--- src/rtl/vga_timing_pkg.sv ---
// Shared axis-state type, timing presets and axis decode for the VGA raster timing generator.
package vga_timing_pkg;

   typedef enum logic [1:0] {AX_VIS, AX_FP, AX_SYNC, AX_BP} axis_state_e;

   typedef struct packed {
      int h_vis;
      int h_fp;
      int h_sync;
      int h_bp;
      int v_vis;
      int v_fp;
      int v_sync;
      int v_bp;
   } timing_preset_t;

   // 1024x768 @ 70 Hz, 75 MHz pixel clock
   localparam timing_preset_t PRESET_1024X768_70 = '{
      h_vis: 1024, h_fp: 24, h_sync: 136, h_bp: 144,
      v_vis: 768,  v_fp: 3,  v_sync: 6,   v_bp: 29
   };
   localparam int PRESET_1024X768_70_PCLK_KHZ = 75000;

   localparam timing_preset_t PRESET_1368X768 = '{
      h_vis: 1368, h_fp: 72, h_sync: 144, h_bp: 216,
      v_vis: 768,  v_fp: 1,  v_sync: 3,   v_bp: 23
   };

   function automatic axis_state_e axis_state(input int c, input int vis, input int fp,
                                              input int sync_w);
      if (c < vis)                    return AX_VIS;
      else if (c < vis + fp)          return AX_FP;
      else if (c < vis + fp + sync_w) return AX_SYNC;
      else                            return AX_BP;
   endfunction

endpackage

--- src/rtl/vga_timing_gen_axis.sv ---
// One raster axis: wrapping counter, next-position state decode and registered sync level.
module vga_axis_counter
   import vga_timing_pkg::*;
#(
   parameter int VIS     = 1024,
   parameter int FP      = 24,
   parameter int SYNC    = 136,
   parameter int BP      = 144,
   parameter bit POL     = 1'b0,
   parameter int CW      = 12,
   parameter int RST_VAL = VIS + FP + SYNC + BP - 1
) (
   input  logic          clk,
   input  logic          rst_n,
   input  logic          adv,
   output logic          at_last,
   output logic [CW-1:0] cnt_nxt,
   output axis_state_e   state_nxt,
   output logic          sync
);

   localparam int TOTAL = VIS + FP + SYNC + BP;
   localparam logic [CW-1:0] LAST = CW'(TOTAL - 1);

   logic [CW-1:0] cnt;

   always_comb begin
      at_last   = (cnt == LAST);
      cnt_nxt   = at_last ? '0 : cnt + CW'(1);
      state_nxt = axis_state(int'(cnt_nxt), VIS, FP, SYNC);
   end

   always_ff @(posedge clk or negedge rst_n) begin
      if (!rst_n) begin
         cnt  <= CW'(RST_VAL);
         sync <= ~POL;
      end else if (adv) begin
         cnt  <= cnt_nxt;
         sync <= (state_nxt == AX_SYNC) ? POL : ~POL;
      end
   end

endmodule

--- src/rtl/vga_timing_gen.sv ---
// Parametrised VGA raster timing generator; all outputs registered on the advancing edge.
// Optional lead-ahead fetch coordinate enabled by VGA_TIMING_PREFETCH_EN.
module vga_timing_gen
   import vga_timing_pkg::*;
#(
   parameter int H_VIS      = PRESET_1024X768_70.h_vis,
   parameter int H_FP       = PRESET_1024X768_70.h_fp,
   parameter int H_SYNC     = PRESET_1024X768_70.h_sync,
   parameter int H_BP       = PRESET_1024X768_70.h_bp,
   parameter int V_VIS      = PRESET_1024X768_70.v_vis,
   parameter int V_FP       = PRESET_1024X768_70.v_fp,
   parameter int V_SYNC     = PRESET_1024X768_70.v_sync,
   parameter int V_BP       = PRESET_1024X768_70.v_bp,
   parameter bit H_POL      = 1'b0,
   parameter bit V_POL      = 1'b0,
   parameter int CW         = 12,
   parameter int FETCH_LEAD = 4
) (
   input  logic          clk,
   input  logic          rst_n,
   input  logic          pix_ce,
   output logic          h_sync,
   output logic          v_sync,
   output logic          avr,
   output logic          vblank,
   output logic [CW-1:0] pixel_x,
   output logic [CW-1:0] line_y,
   output logic          line_start,
   output logic          frame_start
`ifdef VGA_TIMING_PREFETCH_EN
   ,
   output logic [CW-1:0] fetch_x,
   output logic [CW-1:0] fetch_y,
   output logic          fetch_valid
`endif
);

   localparam int H_TOTAL = H_VIS + H_FP + H_SYNC + H_BP;
   localparam int V_TOTAL = V_VIS + V_FP + V_SYNC + V_BP;

   generate
      if (H_FP < 1 || H_SYNC < 1 || H_BP < 1 || V_FP < 1 || V_SYNC < 1 || V_BP < 1) begin : g_err_porch
         $error("vga_timing_gen: porch and sync widths must be non-zero");
      end
      if (H_TOTAL > 2**CW || V_TOTAL > 2**CW) begin : g_err_width
         $error("vga_timing_gen: raster totals exceed coordinate width CW");
      end
   endgenerate

   logic          h_last, v_last, v_vis_new;
   logic [CW-1:0] h_nxt, v_nxt;
   axis_state_e   h_st, v_st;

   vga_axis_counter #(
      .VIS(H_VIS), .FP(H_FP), .SYNC(H_SYNC), .BP(H_BP), .POL(H_POL), .CW(CW)
   ) u_h_axis (
      .clk(clk), .rst_n(rst_n), .adv(pix_ce),
      .at_last(h_last), .cnt_nxt(h_nxt), .state_nxt(h_st), .sync(h_sync)
   );

   vga_axis_counter #(
      .VIS(V_VIS), .FP(V_FP), .SYNC(V_SYNC), .BP(V_BP), .POL(V_POL), .CW(CW)
   ) u_v_axis (
      .clk(clk), .rst_n(rst_n), .adv(pix_ce & h_last),
      .at_last(v_last), .cnt_nxt(v_nxt), .state_nxt(v_st), .sync(v_sync)
   );

   // Line visibility only changes on a horizontal wrap; otherwise it follows the held line.
   always_comb begin
      v_vis_new = h_last ? (v_st == AX_VIS) : ~vblank;
   end

   always_ff @(posedge clk or negedge rst_n) begin
      if (!rst_n) begin
         pixel_x     <= '0;
         line_y      <= '0;
         avr         <= 1'b0;
         vblank      <= 1'b1;
         line_start  <= 1'b0;
         frame_start <= 1'b0;
      end else begin
         line_start  <= pix_ce & h_last;
         frame_start <= pix_ce & h_last & v_last;
         if (pix_ce) begin
            pixel_x <= h_nxt;
            avr     <= (h_st == AX_VIS) && v_vis_new;
            if (h_last) begin
               line_y <= v_nxt;
               vblank <= (v_st != AX_VIS);
            end
         end
      end
   end

`ifdef VGA_TIMING_PREFETCH_EN
   generate
      if (FETCH_LEAD < 1 || FETCH_LEAD > H_VIS - 1) begin : g_err_lead
         $error("vga_timing_gen: FETCH_LEAD must be in 1..H_VIS-1");
      end
   endgenerate

   logic          fh_last, fv_last, fh_sync, fv_sync, fy_vis;
   logic [CW-1:0] fh_nxt, fv_nxt;
   axis_state_e   fh_st, fv_st;
   logic          fetch_unused;

   // Starts FETCH_LEAD-1 ticks into line 0 so the first advance lands FETCH_LEAD ahead of (0,0).
   vga_axis_counter #(
      .VIS(H_VIS), .FP(H_FP), .SYNC(H_SYNC), .BP(H_BP), .POL(H_POL), .CW(CW),
      .RST_VAL(FETCH_LEAD - 1)
   ) u_fh_axis (
      .clk(clk), .rst_n(rst_n), .adv(pix_ce),
      .at_last(fh_last), .cnt_nxt(fh_nxt), .state_nxt(fh_st), .sync(fh_sync)
   );

   vga_axis_counter #(
      .VIS(V_VIS), .FP(V_FP), .SYNC(V_SYNC), .BP(V_BP), .POL(V_POL), .CW(CW),
      .RST_VAL(0)
   ) u_fv_axis (
      .clk(clk), .rst_n(rst_n), .adv(pix_ce & fh_last),
      .at_last(fv_last), .cnt_nxt(fv_nxt), .state_nxt(fv_st), .sync(fv_sync)
   );

   assign fetch_unused = ^{fv_last, fh_sync, fv_sync};

   always_ff @(posedge clk or negedge rst_n) begin
      if (!rst_n) begin
         fetch_x     <= '0;
         fetch_y     <= '0;
         fetch_valid <= 1'b0;
         fy_vis      <= 1'b1;
      end else if (pix_ce) begin
         fetch_x     <= fh_nxt;
         fetch_valid <= (fh_st == AX_VIS) && (fh_last ? (fv_st == AX_VIS) : fy_vis);
         if (fh_last) begin
            fetch_y <= fv_nxt;
            fy_vis  <= (fv_st == AX_VIS);
         end
      end
   end
`else
   localparam int unused_fetch_lead = FETCH_LEAD;
`endif

endmodule

--- config.mk ---
export PLATFORM = sky130hd
export DESIGN_NAME = vga_timing_gen
export DESIGN_NICKNAME = d
export VERILOG_FILES = /design/src/rtl/vga_timing_pkg.sv /design/src/rtl/vga_timing_gen_axis.sv /design/src/rtl/vga_timing_gen.sv
export SDC_FILE = /design/constraint.sdc
export NUM_CORES = 1
export LEC_CHECK = 0
export BUFFER_PORTS_ARGS = -buffer_cell sky130_fd_sc_hd__buf_2
export CORE_MARGIN = 5
export CORE_UTILIZATION = 32
export CTS_CLUSTER_DIAMETER = 30
export DETAILED_ROUTE_END_ITERATION = 10
export PLACE_DENSITY = 0.56
export SLEW_MARGIN = 20
export SYNTH_ARGS = -nofsm -noshare
export SYNTH_HDL_FRONTEND = slang
export SYNTH_SLANG_ARGS = --single-unit
export TNS_END_PERCENT = 50
--- constraint.sdc ---
create_clock -name clk -period 2.8 [get_ports clk]
set_clock_uncertainty 0.1 [all_clocks]
set_input_delay 0.28 -clock clk [delete_from_list [all_inputs] [get_ports clk]]
set_output_delay 0.28 -clock clk [all_outputs]
set_load 0.02 [all_outputs]
; Yosys cells after proc, flatten, opt, wreduce, memory -nomap -nowiden
; Cells that the tools add are included.
[op_classes]
order_cmp = 6
multipliers = 0
n_div = 0
n_reduce_logical = 5
shifts = 0
bitwise_logic = 3
muxes = 11
n_eq_ne = 4
addsub = 2
[ops]
columns = operator, count
row1 = "< comparator 12 x 10 -> 1 bit, second input constant", 3
row2 = "< comparator 12 x 11 -> 1 bit, second input constant", 3
row3 = "adder 12 x 1 -> 12 bit, second input constant", 2
row4 = 2-to-1 mux 12 bit, 2
row5 = "equality test 12 x 10 -> 1 bit, second input constant", 1
row6 = "equality test 12 x 11 -> 1 bit, second input constant", 1
row7 = 2-to-1 mux 2 bit, 4
row8 = 2-to-1 mux 1 bit, 5
row9 = "equality test 2 bit, second input constant", 2
row10 = zero test 2 bit, 2
row11 = bitwise AND 1 bit, 2
row12 = AND reduction 2 bit, 1
row13 = nonzero test 2 bit, 1
row14 = logical AND 1 bit, 1
row15 = NOT 1 bit, 1
[totals]
rom_bits = 0
mem_count = 0
latch_bits = 0
ram_bits = 0
out_inout_bits = 30
in_bits = 3
register_bits = 54
elab_cells = 41

; Logic depth before layout (Yosys ltp)
; Gate-level depths: netlist (run 1).
[logic_depth]
ltp_word = 9
depth_mapped = 9
mapped_depth_nobuf = 7

; Hierarchy
; Synthesis (run 1) repeated with hierarchy kept, for this count alone.
[unflattened]
cells_unflattened = 277
area_unflattened_um2 = 3070.4
[by_module_without_submodules]
columns = module, cells_each, instances, seq_area_each_um2, area_each_um2
row1 = vga_timing_gen, 65, 1, 701.9, 1101.1
row2 = vga_axis_counter (u_v_axis), 119, 1, 332.8, 1068.5
row3 = vga_axis_counter (u_h_axis), 93, 1, 335.3, 900.9

; Least setup slack after synthesis (run 1)
; No wires, ideal clock.
[synth_timing]
path_type = reg-to-reg
from = register u_h_axis.cnt[0]
to = register u_v_axis.sync
arrival_ps = 1998
required_time_ps = 2617
setup_ps = 83
path_slack_ps = 619
period_less_slack_ps = 2181
stages_incl_launch_ff = 9
path_buffers = 1
cell_sequence = dfstp_2 > ha_1 > and3_1 > clkbuf_1 > nand4_1 > inv_2 > nand2_1 > a2111o_1 > o32a_1
[synth_between]
elab_chain_cells = 2
[synth_lines]
columns = item, line
row1 = "start, declared", vga_timing_gen_axis.sv:25  ; logic [CW-1:0] cnt;
row2 = "start signal, assigned", vga_timing_gen_axis.sv:35  ; cnt <= CW'(RST_VAL);
row3 = "start signal, assigned", vga_timing_gen_axis.sv:38  ; cnt <= cnt_nxt;
row4 = equality test 12 x 11 -> 1 bit, vga_timing_gen_axis.sv:28  ; at_last = (cnt == LAST);
row5 = bitwise AND 1 bit, vga_timing_gen.sv:64  ; .clk(clk), .rst_n(rst_n), .adv(pix_ce & h_last),
row6 = "end signal, assigned", vga_timing_gen_axis.sv:36  ; sync <= ~POL;
row7 = "end signal, assigned", vga_timing_gen_axis.sv:39  ; sync <= (state_nxt == AX_SYNC) ? POL : ~POL;
row8 = "end, declared", vga_timing_gen_axis.sv:19  ; output logic sync
; Every way passes these cells.
; A chain may end at the register's enable or synchronous reset.

; Final worst setup path (run 1)
[layout_timing]
from = register u_v_axis.cnt[0]
to = register u_v_axis.sync
[layout_between]
elab_chain_cells = 8
elab_cells_between_ends = 11
classes_between = add/sub: 1 / order compare: 3 / eq/ne: 2 / mux: 5
[layout_lines]
columns = item, line
row1 = "start, declared", vga_timing_gen_axis.sv:25
row2 = "start signal, assigned", vga_timing_gen_axis.sv:35
row3 = "start signal, assigned", vga_timing_gen_axis.sv:38
row4 = adder 12 x 1 -> 12 bit or equality test 12 x 10 -> 1 bit (tied branches), "vga_timing_gen_axis.sv:29, vga_timing_gen_axis.sv:28"
row5 = 2-to-1 mux 12 bit *, vga_timing_gen_axis.sv:29  ; cnt_nxt = at_last ? '0 : cnt + CW'(1);
row6 = < comparator 12 x 10 -> 1 bit, vga_timing_pkg.sv:33  ; else if (c < vis + fp + sync_w) return AX_SYNC;
row7 = 2-to-1 mux 1 bit, vga_timing_pkg.sv:33
row8 = 2-to-1 mux 2 bit, vga_timing_pkg.sv:32  ; else if (c < vis + fp) return AX_FP;
row9 = 2-to-1 mux 2 bit *, vga_timing_pkg.sv:31  ; if (c < vis) return AX_VIS;
row10 = equality test 2 bit *, vga_timing_gen_axis.sv:39
row11 = 2-to-1 mux 1 bit *, vga_timing_gen_axis.sv:39
; Every way passes the cells marked *; elsewhere a longest branch is shown, timed or not.

==> results.md, run 1 <==
| Result | Reported | Unit |
| --- | --- | --- |
| Crit Path Max Fanout | 15 | - |
| Number of antenna violations at the first check in global routing | 0 | - |
| Synthesized netlist cell count | 276 | - |
| Final routed DRC violation total | 0 | - |
| Aggregate global-route resource usage | 12.46 | % |
| Clock power frac | 28.4 | % |
| Syn nets | 282 | - |
| Clock slew seen by the registers of the worst setup and hold paths | 0.08 | ns |
| Largest area contributor in the synthesized netlist | dfrtp_1 | - |
| Overflow after GRT | 0 | - |
| Sequential area share after synthesis | 42.43 | % |
| Number of filler cells placed in the layout | 818 | - |
| Final hold violation count | 0 | - |
| Total number of H-tree levels | 2 | - |
| Proportion of layout cells with a drive suffix above 1 | 23.43 | % |
| EDFF count, synth | 0 | - |
| Min-Delay Path Class | in -> reg | - |
| Clock tree from TritonCTS | built | - |
| Effective utilization at floorplan | 32.80 | % |
| Worst slew slack as a fraction of its limit | 65.26 | % |
| Hold path startpoint | pix_ce | - |
| Mean Syn Cell Area | 9.135 | sq um |
| Gpl congestion | 0.8482 | - |
| Max Clk Rate | 411.5 | MHz |
| Portion of total power attributed to sequential cells | 53.2 | % |
| Setup repair after global routing missed its margin | false | - |
| Layout overhead on the synthesized area | 8.685 | % |
| Largest vdd supply drop | 0.0001845 | V |
| Count of inserted antenna diode cells | 0 | - |
| Internal | 0.9987 | mW |
| Number of nets in the finished design | 291 | - |
| Type of element capturing the critical path | flop | - |
| Power density normalized to cell area | 527.9 | nW/um^2 |
| Buffers from clock root to sink, at most | 2 | - |
| Top FF cell, synth | dfrtp_1 | - |
| Buffering stage count on the worst path with inverters included | 0 | - |
| Die outline area | 9754 | sq um |
| Origin of the critical flop-to-flop path | u_v_axis.cnt[0]$_DFFE_PN1P_ | - |
| Buffer type at the clock tree root | clkbuf_8 | - |
| Clock buffer count from CTS | 5 | - |
| Critical Path Start | u_v_axis.cnt[0]$_DFFE_PN1P_ | - |
| Hold buffers post-CTS | 0 | - |
| CP delay by family, top | compound AO/OA/AOI/OAI gates | - |
| Max-cap violations | 0 | - |
| Final Cycle Share | 86.80 | % |
| Post-layout instance area | 2740 | sq um |
| Vertical die dimension | 98.76 | microns |
| Proportion of netlist area held by the largest area contributor | 26.80 | % |
| Wire length of the first global-routing pass | 10.07 | mm |
| 1st-pass router iterations | 4 | - |
| Slew at the pin closest to its max-slew limit | 0.5130 | ns |
| Arrival time of the worst setup path | 2.56 | ns |
| Clock latency at the later pin of the worst-skew pair | 0.29 | ns |
| Die boundary width | 98.76 | microns |
| Placement Cell Area | 2636 | sq um |
| TNS Setup | 0 | ns |
| Core Box Area | 7687 | sq um |
| Sw Ratio | 30.95 | % |
| Post-synthesis instance area | 2521 | sq um |
| Minimum clock period | 2.430 | ns |
| Library cells used by synthesis | 57 | - |
| Buffers inserted by post-CTS timing repair | 0 | - |
| Critical-path top delay cell | dfstp_2 | - |
| Yosys reg bits | 42 | - |
| Maximum number of pins on one net before global-route repair | 43 | - |
| Cell-by-cell trace of the critical path | ha_1 -> nand3_1 -> nor3b_1 -> o21ai_0 -> a2111o_1 -> o32a_1 | - |
| Critical setup path kind | reg -> reg | - |
| Required time of the critical path | 2.93 | ns |
| Placed wire-length estimate | 4.041 | mm |
| Result of the run | complete, no violations | - |
| Routed len/inst | 14.80 | microns |
| Power spent charging and discharging nets | 0.4477 | mW |
| Delay of the slowest cell on the worst path | 0.66 | ns |
| Avg Vias per Cell | 5.255 | - |
| Count of port buffers added during placement | 32 | - |
| Critical path launch point type | flop | - |
| Most frequent cell after synthesis | o21ai_0 | - |
| CTS resizes | 0 | - |
| Fraction of synthesis flops using an asynchronous set or reset pin | 100.0 | % |
| Static leakage | 1.104 | nW |
| Number of synthesis warnings | 0 | - |
| Antenna Violating Nets Remaining | 0 | - |
| Starting DRC count in detailed routing | 84 | - |
| Total Wirelength | 5.741 | mm |
| Standard-cell row count | 32 | - |
| Final setup violation count | 0 | - |
| Post-layout power | 1.446 | mW |
| Relative contribution of combinational cells to total power | 18.4 | % |
| Number of ports placed on the die boundary | 33 | - |
| Top area cells in the synthesized netlist | dfrtp_1 27%, dfstp_2 16%, o21ai_0 5.8% | - |
| Sinks on the clock net | 42 | - |
| Max-slew violation count | 0 | - |
| Via count of the routed design | 2039 | - |
| Number of global-route vias before repair | 2019 | - |
| Leading cell types by count after synthesis | 29 x o21ai_0, 27 x dfrtp_1, 25 x nand2_1 | - |
[area by class of cell]
cell class	count	area, sq um	area share (%)
clock buffers	7	86.33	3.151
clock inverters	1	5.005	0.1826
inverters	11	41.29	1.507
multi-input cells	187	1200	43.79
flip-flops and latches	42	1070	39.04
well taps	102	127.6	4.658
repair buffers	38	210.2	7.671
[worst reg2reg max path, stage by stage, from the launching register on]
cell      delay (ns)
dfstp_2         0.66
ha_1            0.25
nand3_1         0.17
nor3b_1         0.26
o21ai_0         0.20
a2111o_1        0.44
o32a_1          0.28
[cell families after synthesis]
kind of cell / count (synthesis) / synth area share [%]
AOI/OAI and AO/OA: 70 / 17.82
xor gates and xnor gates: 19 / 6.601
adders and majority gates: 3 / 1.489
buffers and inverters: 47 / 9.975
DFF: 42 / 42.43
muxes: 1 / 0.3970
and+or+nand+nor: 94 / 21.29
[cells in the final DEF (no fill, tap or decap), types with 10 or more instances in the layout]
cell type   n
dfrtp_1    27
inv_1      10
nand2_1    25
buf_2      31
nand3_1    17
xnor2_1    14
nand4_1    11
o21ai_0    29
dfstp_2    15
nor2_1     12
[stage by stage]
stage | setup WS [ns] | hold slack, ns | cells | util (%)
CTS | 0.4014 | 0.07360 | 387 | 35.48
global route | 0.1343 | 0.3977 | 388 | 35.64
detailed placement | 0.4120 | 0.3655 | 379 | 34.29
finish | 0.3696 | 0.3589 | 388 | 35.64
floorplan | 0.6185 | -0.1156 | 276 | -
global placement | 0.5059 | 0.3637 | 379 | 34.29
[metal layers]
layer  vias to the layer above  part of all wire (%)  track usage [%]
li1                       1002                     -                -
met1                       985                    46            15.95
met2                        46                    50            21.18
met3                         6                   3.9            2.689
met4                         0                  0.80            3.466
met5                         -                     0                0
[final timing paths]
check | to | slack [ns] | cells past startpoint
min in group asynchronous | pixel_x[2]$_DFFE_PN0P_ | 0.41 | 2
worst max-delay path | u_v_axis.sync$_DFFE_PN1P_ | 0.37 | 6
max in group asynchronous | u_v_axis.cnt[2]$_DFFE_PN1P_ | 1.82 | 2
worst min-delay path | u_h_axis.cnt[5]$_DFFE_PN1P_ | 0.36 | 4
worst max register to register | u_v_axis.sync$_DFFE_PN1P_ | 0.37 | 6
worst min register to register | line_y[8]$_DFFE_PN0P_ | 0.38 | 2
[power by group through the flow]
stage | clock, mW | combinational, mW | sequential, mW
after floorplan | 0 | 0.203 | 0.776
after global placement | 0 | 0.267 | 0.779
after detailed placement | 0 | 0.268 | 0.781
after CTS | 0.433 | 0.270 | 0.770
after global routing | 0.459 | 0.300 | 0.783
final | 0.411 | 0.265 | 0.770
[sequential cells by signal (all words and copies together) (netlist names)]
register       cells
frame_start        1
avr                1
vblank             1
u_h_axis.cnt       7
pixel_x           12
u_h_axis.sync      1
u_v_axis.sync      1
u_v_axis.cnt      12
line_start         1
line_y             5
No activity file was read; power rests on OpenSTA's default activity.
==> run 2, diff against run 1 <==
--- a/config.mk
+++ b/config.mk
@@ -7,2 +7,3 @@
 export LEC_CHECK = 0
+export ABC_AREA = 1
 export BUFFER_PORTS_ARGS = -buffer_cell sky130_fd_sc_hd__buf_2
==> constraint.sdc (replaced) <==
create_clock -name clk -period 2.8 [get_ports clk]
set_clock_uncertainty 0.1 [all_clocks]
set_input_delay 0.56 -clock clk [delete_from_list [all_inputs] [get_ports clk]]
set_output_delay 0.56 -clock clk [all_outputs]
set_load 0.02 [all_outputs]
==> results.md, run 2 <==
| Result | Reported | Unit | Delta |
| --- | --- | --- | --- |
| Top area cells in the synthesized netlist | dfrtp_1 27%, nand2_1 18%, dfstp_2 16% | - | was dfrtp_1 27%, dfstp_2 16%, o21ai_0 5.8% |
| Fraction of the mapped netlist area in simple logic gates | 34.40 | % | was 21.29% |
| PnR worst setup slack | 0.7638 | ns | was 0.3696 ns |
| Hold buffers post-CTS | 0 | - | unchanged |
| Final routed DRC violation total | 0 | - | unchanged |
| Via count of the routed design | 2084 | - | was 2039 |
| Setup slack on the worst flop-to-flop path | 0.76 | ns | was 0.37 ns |
| Post-layout power | 1.606 | mW | was 1.446 mW |
| Fraction of synthesis flops using an asynchronous set or reset pin | 100.0 | % | unchanged |
| Buffer type at the clock tree root | clkbuf_8 | - | unchanged |
| Gpl congestion | 0.8370 | - | was 0.8482 |
| Number of nets in the finished design | 364 | - | was 291 |
| Sequential area share after synthesis | 43.38 | % | was 42.43% |
| Routed len/inst | 11.91 | microns | was 14.80 microns |
| Proportion of layout cells with a drive suffix above 1 | 20.89 | % | was 23.43% |
| Yosys reg bits | 42 | - | unchanged |
| Library cells used by synthesis | 29 | - | was 57 |
| Aggregate global-route resource usage | 11.82 | % | was 12.46% |
| Top FF cell, synth | dfrtp_1 | - | unchanged |
| Die outline area | 9562 | sq um | was 9754 sq um |
| Syn nets | 343 | - | was 282 |
| Avg Vias per Cell | 4.521 | - | was 5.255 |
| Origin of the critical flop-to-flop path | u_v_axis.cnt[0]$_DFFE_PN1P_ | - | unchanged |
| Leading cell types by count after synthesis | 117 x nand2_1, 39 x inv_1, 30 x nor2_1 | - | was 29 x o21ai_0, 27 x dfrtp_1, 25 x nand2_1 |
| Post-synthesis share of cell area spent on xor and xnor gates | 1.421 | % | was 6.600% |
| Static leakage | 1.454 | nW | was 1.104 nW |
| Synthesized netlist cell count | 337 | - | was 276 |
| Number of antenna violations at the first check in global routing | 0 | - | unchanged |
| Buffers inserted by post-CTS timing repair | 0 | - | unchanged |
| Power density normalized to cell area | 591.7 | nW/um^2 | was 527.9 nW/um^2 |
| Arrival time of the worst setup path | 2.16 | ns | was 2.56 ns |
| Final hold violation count | 0 | - | unchanged |
| Wire length of the first global-routing pass | 9.377 | mm | was 10.07 mm |
| Most frequent cell after synthesis | nand2_1 | - | was o21ai_0 |
| Synthesized-area fraction occupied by ao, oa, aoi and oai cells | 7.103 | % | was 17.82% |
| Vertical die dimension | 97.79 | microns | was 98.76 microns |
| Clock slew seen by the registers of the worst setup and hold paths | 0.08 | ns | about the same |
| Max-cap violations | 0 | - | unchanged |
| Placed wire-length estimate | 4.096 | mm | was 4.041 mm |
| Total number of H-tree levels | 2 | - | unchanged |
| Sw Ratio | 34.62 | % | was 30.95% |
| Standard-cell row count | 32 | - | unchanged |
| Min-Delay Path Class | in -> async | - | was in -> reg |
| Core Box Area | 7607 | sq um | was 7687 sq um |
| Dominant combinational cell family by area after synthesis | simple AND/OR/NAND/NOR gates | - | unchanged |
| Most common library cell in the layout ignoring fill and taps | nand2_1 | - | was buf_2 |
| Portion of total power attributed to sequential cells | 49.4 | % | was 53.2% |
| Overflow after GRT | 0 | - | unchanged |
| Placement-stage worst setup slack | 0.6075 | ns | was 0.4120 ns |
| Leading registers by flop count | pixel_x x12, u_v_axis.cnt x12, u_h_axis.cnt x7 | - | unchanged |
| Internal | 1.050 | mW | was 0.9987 mW |
| Power spent charging and discharging nets | 0.5559 | mW | was 0.4477 mW |
| Die boundary width | 97.79 | microns | was 98.76 microns |
| Sinks on the clock net | 42 | - | unchanged |
| Mux share of post-synthesis cell area | 0 | % | was 0.3970% |
| EDFF count, synth | 0 | - | unchanged |
| Worst slew slack as a fraction of its limit | 54.70 | % | was 65.26% |
| Final setup violation count | 0 | - | unchanged |
| Number of global-route vias before repair | 1977 | - | was 2019 |
| Total Wirelength | 5.491 | mm | was 5.741 mm |
| Largest area contributor in the synthesized netlist | dfrtp_1 | - | unchanged |
| Count of placed standard cells including taps | 453 | - | was 379 |
| Mean Syn Cell Area | 7.318 | sq um | was 9.135 sq um |
| Number of synthesis warnings | 0 | - | unchanged |
| Adder and majority gate portion of the synthesized area | 1.522 | % | was 1.489% |
| Result of the run | complete, no violations | - | unchanged |
| Antenna Violating Nets Remaining | 0 | - | unchanged |
| Post-synthesis instance area | 2466 | sq um | was 2521 sq um |
| Min Hold Slack | 0.1614 | ns | was 0.3589 ns |
| Minimum clock period | 2.036 | ns | was 2.430 ns |
| Non-filler cells in the finished layout | 461 | - | was 388 |
| CTS resizes | 0 | - | unchanged |
| Max Clk Rate | 491.1 | MHz | was 411.5 MHz |
| Starting DRC count in detailed routing | 103 | - | was 84 |
| Layout overhead on the synthesized area | 10.05 | % | was 8.685% |
| Commonest cells after routing, fill and taps aside | 117 x nand2_1, 39 x inv_1, 31 x buf_2, 30 x nor2_1, 27 x dfrtp_1 | - | was 31 x buf_2, 29 x o21ai_0, 27 x dfrtp_1, 25 x nand2_1, 17 x nand3_1 |
| Type of element capturing the critical path | flop | - | unchanged |
| Relative contribution of combinational cells to total power | 25.7 | % | was 18.4% |
| Largest vdd supply drop | 0.0001924 | V | was 0.0001845 V |
| Max-slew violation count | 0 | - | unchanged |
| Final Cycle Share | 72.72 | % | was 86.80% |
| Buffers from clock root to sink, at most | 2 | - | unchanged |
| Required time of the critical path | 2.92 | ns | was 2.93 ns |
| Setup repair after global routing missed its margin | false | - | unchanged |
| Maximum number of pins on one net before global-route repair | 43 | - | unchanged |
| Number of ports placed on the die boundary | 33 | - | unchanged |
| Critical path launch point type | flop | - | unchanged |
| Clock latency at the later pin of the worst-skew pair | 0.29 | ns | about the same |
| Critical setup path kind | reg -> reg | - | unchanged |
| Number of cells on the worst reg-to-reg path | 12 | - | was 6 |
| Clock buffer count from CTS | 5 | - | unchanged |
| Crit Path Max Fanout | 11 | - | was 15 |
| Clock tree from TritonCTS | built | - | unchanged |
| Proportion of netlist area held by the largest area contributor | 27.40 | % | was 26.80% |
| Slew at the pin closest to its max-slew limit | 0.6788 | ns | was 0.5130 ns |
| 1st-pass router iterations | 4 | - | unchanged |
| Clock power frac | 24.9 | % | was 28.4% |
| Count of inserted antenna diode cells | 0 | - | unchanged |
| Count of port buffers added during placement | 32 | - | unchanged |
| TNS Setup | 0 | ns | unchanged |
| Worst reg2reg path endpoint | u_v_axis.sync$_DFFE_PN1P_ | - | unchanged |
| Effective utilization at floorplan | 32.42 | % | was 32.80% |
run 2: how the worst max path moves through the flow:
stage,start,end
floorplan,u_h_axis.cnt[1]$_DFFE_PN1P_,u_v_axis.sync$_DFFE_PN1P_
global placement,pix_ce,avr$_DFFE_PN0P_
detailed placement,pix_ce,avr$_DFFE_PN0P_
CTS,u_v_axis.cnt[0]$_DFFE_PN1P_,u_v_axis.sync$_DFFE_PN1P_
global route,u_v_axis.cnt[0]$_DFFE_PN1P_,u_v_axis.sync$_DFFE_PN1P_
finish,u_v_axis.cnt[0]$_DFFE_PN1P_,u_v_axis.sync$_DFFE_PN1P_
run 2: power by group through the flow:
stage / Clock (mW) / Sequential, mW / Combinational [mW]
2_1_floorplan: 0 / 0.830 / 0.283
3_3_place_gp: 0 / 0.805 / 0.416
3_5_place_dp: 0 / 0.805 / 0.416
4_1_cts: 0.418 / 0.794 / 0.418
5_1_grt: 0.440 / 0.812 / 0.473
6_report: 0.400 / 0.794 / 0.412
run 2: cell families (layout without fill, tap and decap cells):
group	Yosys count	in the layout
XOR/XNOR	4	4
AO/OA/AOI/OAI	33	33
buffers and inverters	62	84
adder cells (fa/ha/maj)	3	3
flip-flops	42	42
AND/OR/NAND/NOR	193	193
run 2: layout make-up:
class,count,area (sq um)
timing repair buffer,32,162.7
clock buffer,8,90.09
fill,829,4893
inverter,44,167.7
tap,102,127.6
sequential,42,1070
multi-input combinational,233,1096
run 2: per-layer routing:
layer  vias to the layer above  global-route usage, %  routed length, microns
met2                        44                  18.40                    2510
met5                         -                      0                       0
met3                         4                  3.286                     295
li1                       1076                      -                       -
met4                         0                  2.982                      40
met1                       960                  16.30                    2645
run 2: worst max-delay path, stage by stage, from the launching register on:
cell and delay (ns):
dfstp_2 0.58, ha_1 0.15, nand2_1 0.05, nor2_1 0.13, nand3b_1 0.33, nand2_1 0.19
inv_1 0.07, nor2_1 0.09, nand2_1 0.05, nand2_1 0.05, nand2_1 0.04, nor2_1 0.08
nor2_1 0.05
run 2: metrics by stage:
| step | utilization [%] | instance area (sq um) |
|---|---|---|
| 2_1_floorplan | - | 2466 |
| 3_3_place_gp | 34.46 | 2621 |
| 3_5_place_dp | 34.46 | 2621 |
| 4_1_cts | 35.64 | 2711 |
| 5_1_grt | 35.67 | 2714 |
| 6_report | 35.67 | 2714 |
==> run 3, diff against run 2 <==
- PLACE_DENSITY: 0.56 -> 0.58
- clock period: 2.8 -> 1.6 ns (I/O delays scaled with it)
==> results.md, run 3 (synthesis results as in run 2) <==
| Result | Reported | Unit | Delta |
| --- | --- | --- | --- |
| CP most frequent cell | nor2_1 | - | was nand2_1 |
| Number of global-route vias before repair | 2352 | - | was 1977 |
| Placed wire-length estimate | 4.818 | mm | was 4.096 mm |
| Final routed DRC violation total | 0 | - | unchanged |
| Antenna Violating Nets Remaining | 0 | - | unchanged |
| Max-slew violation count | 0 | - | unchanged |
| Total Wirelength | 6.531 | mm | was 5.491 mm |
| Clock tree from TritonCTS | built | - | unchanged |
| Clock buffer count from CTS | 5 | - | unchanged |
| Worst slew slack as a fraction of its limit | 84.37 | % | was 54.70% |
| Hold-critical path endpoint | u_h_axis.cnt[0]$_DFFE_PN1P_ | - |  |
| Worst reg2reg path endpoint | u_h_axis.sync$_DFFE_PN1P_ | - | was u_v_axis.sync$_DFFE_PN1P_ |
| Setup repair after global routing missed its margin | true | - | was false |
| Buffer type at the clock tree root | clkbuf_8 | - | unchanged |
| Largest vdd supply drop | 0.0003417 | V | was 0.0001924 V |
| Standard-cell row count | 32 | - | unchanged |
| Static leakage | 1.901 | nW | was 1.454 nW |
| Placement-stage worst setup slack | -0.1925 | ns | was 0.6075 ns |
| Wire length of the first global-routing pass | 10.96 | mm | was 9.377 mm |
| Max Clk Rate | 549.7 | MHz | was 491.1 MHz |
| Type of element capturing the critical path | flop | - | unchanged |
| Final hold violation count | 0 | - | unchanged |
| Most common library cell in the layout ignoring fill and taps | nand2_1 | - | unchanged |
| Avg Vias per Cell | 4.456 | - | was 4.521 |
| Effective utilization at floorplan | 32.42 | % | unchanged |
| Final Cycle Share | 113.7 | % | was 72.72% |
| Clock power frac | 23.2 | % | was 24.9% |
| Count of port buffers added during placement | 32 | - | unchanged |
| Count of placed standard cells including taps | 516 | - | was 453 |
| Area of the multi-input gates | 1292 | sq um | was 1096 sq um |
| Internal | 2.048 | mW | was 1.050 mW |
| Number of cells on the worst reg-to-reg path | 11 | - | was 12 |
| Max-cap violations | 0 | - | unchanged |
| Number of filler cells placed in the layout | 743 | - | was 829 |
| Aggregate global-route resource usage | 13.89 | % | was 11.82% |
| Non-filler cells in the finished layout | 537 | - | was 461 |
| Count of inserted antenna diode cells | 0 | - | unchanged |
| Power density normalized to cell area | 878.3 | nW/um^2 | was 591.7 nW/um^2 |
| Hold path startpoint | pix_ce | - |  |
| Arrival time of the worst setup path | 1.95 | ns | was 2.16 ns |
| Starting DRC count in detailed routing | 74 | - | was 103 |
| Result of the run | complete, but fails checks | - | was complete, no violations |
| Gpl congestion | 0.9166 | - | was 0.8370 |
| Cell-by-cell trace of the critical path | ha_4 -> nand2_4 -> nor2_4 -> nand3_4 -> buf_4 -> buf_6 -> nand3_2 -> nand2_1 -> nor2_1 -> nor2_1 -> a21oi_1 | - | was ha_1 -> nand2_1 -> nor2_1 -> nand3b_1 -> nand2_1 -> inv_1 -> nor2_1 -> nand2_1 -> nand2_1 -> nand2_1 -> nor2_1 -> nor2_1 |
| Worst hold stages | 3 | - |  |
| Power spent charging and discharging nets | 1.116 | mW | was 0.5559 mW |
| Critical-path top delay cell | dfstp_2 | - | unchanged |
| Final setup violation count | 37 | - | was 0 |
| Clock latency at the later pin of the worst-skew pair | 0.30 | ns | was 0.29 ns |
| Critical path launch point type | flop | - | unchanged |
| Critical setup path kind | reg -> reg | - | unchanged |
| Portion of total power attributed to sequential cells | 43.5 | % | was 49.4% |
| Relative contribution of combinational cells to total power | 33.3 | % | was 25.7% |
| Delay of the slowest cell on the worst path | 0.57 | ns | was 0.58 ns |
| Crit Path Max Fanout | 4 | - | was 11 |
| Routed len/inst | 12.16 | microns | was 11.91 microns |
| Sinks on the clock net | 42 | - | unchanged |
| Total number of H-tree levels | 2 | - | unchanged |
| Leading registers by flop count | pixel_x x12, u_v_axis.cnt x12, u_h_axis.cnt x7 | - | unchanged |
| Origin of the critical flop-to-flop path | u_h_axis.cnt[0]$_DFFE_PN1P_ | - | was u_v_axis.cnt[0]$_DFFE_PN1P_ |
| Sw Ratio | 35.27 | % | was 34.62% |
| PnR worst setup slack | -0.2192 | ns | was 0.7638 ns |
| Min-Delay Path Class | in -> reg | - | was in -> async |
| Setup slack on the worst flop-to-flop path | -0.22 | ns | was 0.76 ns |
| Die outline area | 9562 | sq um | unchanged |
| 1st-pass router iterations | 4 | - | unchanged |
| Required time of the critical path | 1.73 | ns | was 2.92 ns |
| Maximum number of pins on one net before global-route repair | 43 | - | unchanged |
| Minimum clock period | 1.819 | ns | was 2.036 ns |
| Number of nets in the finished design | 440 | - | was 364 |
| Core Box Area | 7607 | sq um | unchanged |
| Number of antenna violations at the first check in global routing | 0 | - | unchanged |
| Overflow after GRT | 0 | - | unchanged |
| Clock slew seen by the registers of the worst setup and hold paths | 0.08 | ns | about the same |
| Die boundary width | 97.79 | microns | unchanged |
| Layout overhead on the synthesized area | 46.07 | % | was 10.05% |
| Vertical die dimension | 97.79 | microns | unchanged |
| Via count of the routed design | 2393 | - | was 2084 |
| Total area of sequential cells | 1070 | sq um | unchanged |
| Number of ports placed on the die boundary | 33 | - | unchanged |
| Proportion of layout cells with a drive suffix above 1 | 45.06 | % | was 20.89% |
| Slew at the pin closest to its max-slew limit | 0.2345 | ns | was 0.6788 ns |
| Final core utilization | 47.35 | % | was 35.67% |
| Violations in the final reports | negative setup slack | - |  |
| Buffers from clock root to sink, at most | 2 | - | unchanged |
| Commonest cells after routing, fill and taps aside | 97 x nand2_1, 61 x buf_4, 36 x inv_1, 32 x buf_2, 27 x dfrtp_1 | - | was 117 x nand2_1, 39 x inv_1, 31 x buf_2, 30 x nor2_1, 27 x dfrtp_1 |
[run 3: cell count changes in the layout (fill, tap and decap cells not counted), moves of 8 or more]
cell	delta
o21ai_0	-18
nand2_2	+13
o21ai_1	+13
buf_4	+60
nand2_1	-20
buf_6	+8
[run 3: power by group through the flow]
stage          Clock, mW  Combinational (mW)  Sequential (mW)
6_report           0.735                1.05             1.38
5_1_grt            0.801                1.18             1.40
4_1_cts            0.765               0.984             1.38
3_5_place_dp           0               0.957             1.40
3_3_place_gp           0               0.944             1.39
2_1_floorplan          0               0.506             1.46
[run 3: how the worst max path moves through the flow]
stage                                startpoint  slack, ns                           end  cells past startpoint
finish              u_h_axis.cnt[0]$_DFFE_PN1P_      -0.22     u_h_axis.sync$_DFFE_PN1P_                     11
global route        u_h_axis.cnt[0]$_DFFE_PN1P_      -0.35               avr$_DFFE_PN0P_                     11
CTS                 u_v_axis.cnt[0]$_DFFE_PN1P_      -0.17               avr$_DFFE_PN0P_                      9
detailed placement  u_h_axis.cnt[1]$_DFFE_PN1P_      -0.19  u_v_axis.cnt[10]$_DFFE_PN0P_                      9
global placement    u_v_axis.cnt[0]$_DFFE_PN1P_      -0.19     u_v_axis.sync$_DFFE_PN1P_                     10
floorplan           u_h_axis.cnt[1]$_DFFE_PN1P_      -0.09         line_y[5]$_DFFE_PN0P_                      9
[run 3: metal layers]
layer,track usage [%],part of all wire [%],wire length (microns)
met5,0,0,0
met4,4.899,1.0,66
met3,2.643,3.9,256
met2,24.46,52,3413
met1,16.93,43,2794
[run 3: per-stage QoR]
stage	TNS, ns	total power, mW	hold WS [ns]	cell area (sq um)
finish	-4.378	3.164	0.2628	3602
global route	-7.908	3.387	0.2769	3602
CTS	-3.070	3.129	0.2765	3319
detailed placement	-3.683	2.357	0.2134	3162
global placement	-2.848	2.339	0.2127	3162
floorplan	-0.9186	1.970	-0.07559	2484
[run 3: cell type report]
| cell class | count | area share, % |
|---|---|---|
| clock buffer | 7 | 2.397 |
| clock inverter | 1 | 0.1389 |
| inverter | 44 | 4.793 |
| multi-input combinational | 233 | 35.88 |
| sequential | 42 | 29.70 |
| tap | 102 | 3.543 |
| timing repair buffer | 108 | 23.55 |
[run 3: worst max-delay path: cells and delay by family (launching register included)]
kind / cells / cell delay [ns]
compound gates: 1 / 0.15
simple gates: 7 / 0.49
fa+ha+maj: 1 / 0.15
buf+inv: 2 / 0.28
flops: 1 / 0.57
[run 3: what timing repair did]
item / in CTS / in global routing
resized for setup: 15 / 67
endpoints found under the setup margin: 28 / 40
gates cloned: 0 / 2
hold buffers: 1 / 0
pin swaps: 9 / 15
endpoints found under the hold margin: 27 / 0
buffers inserted: 2 / 8
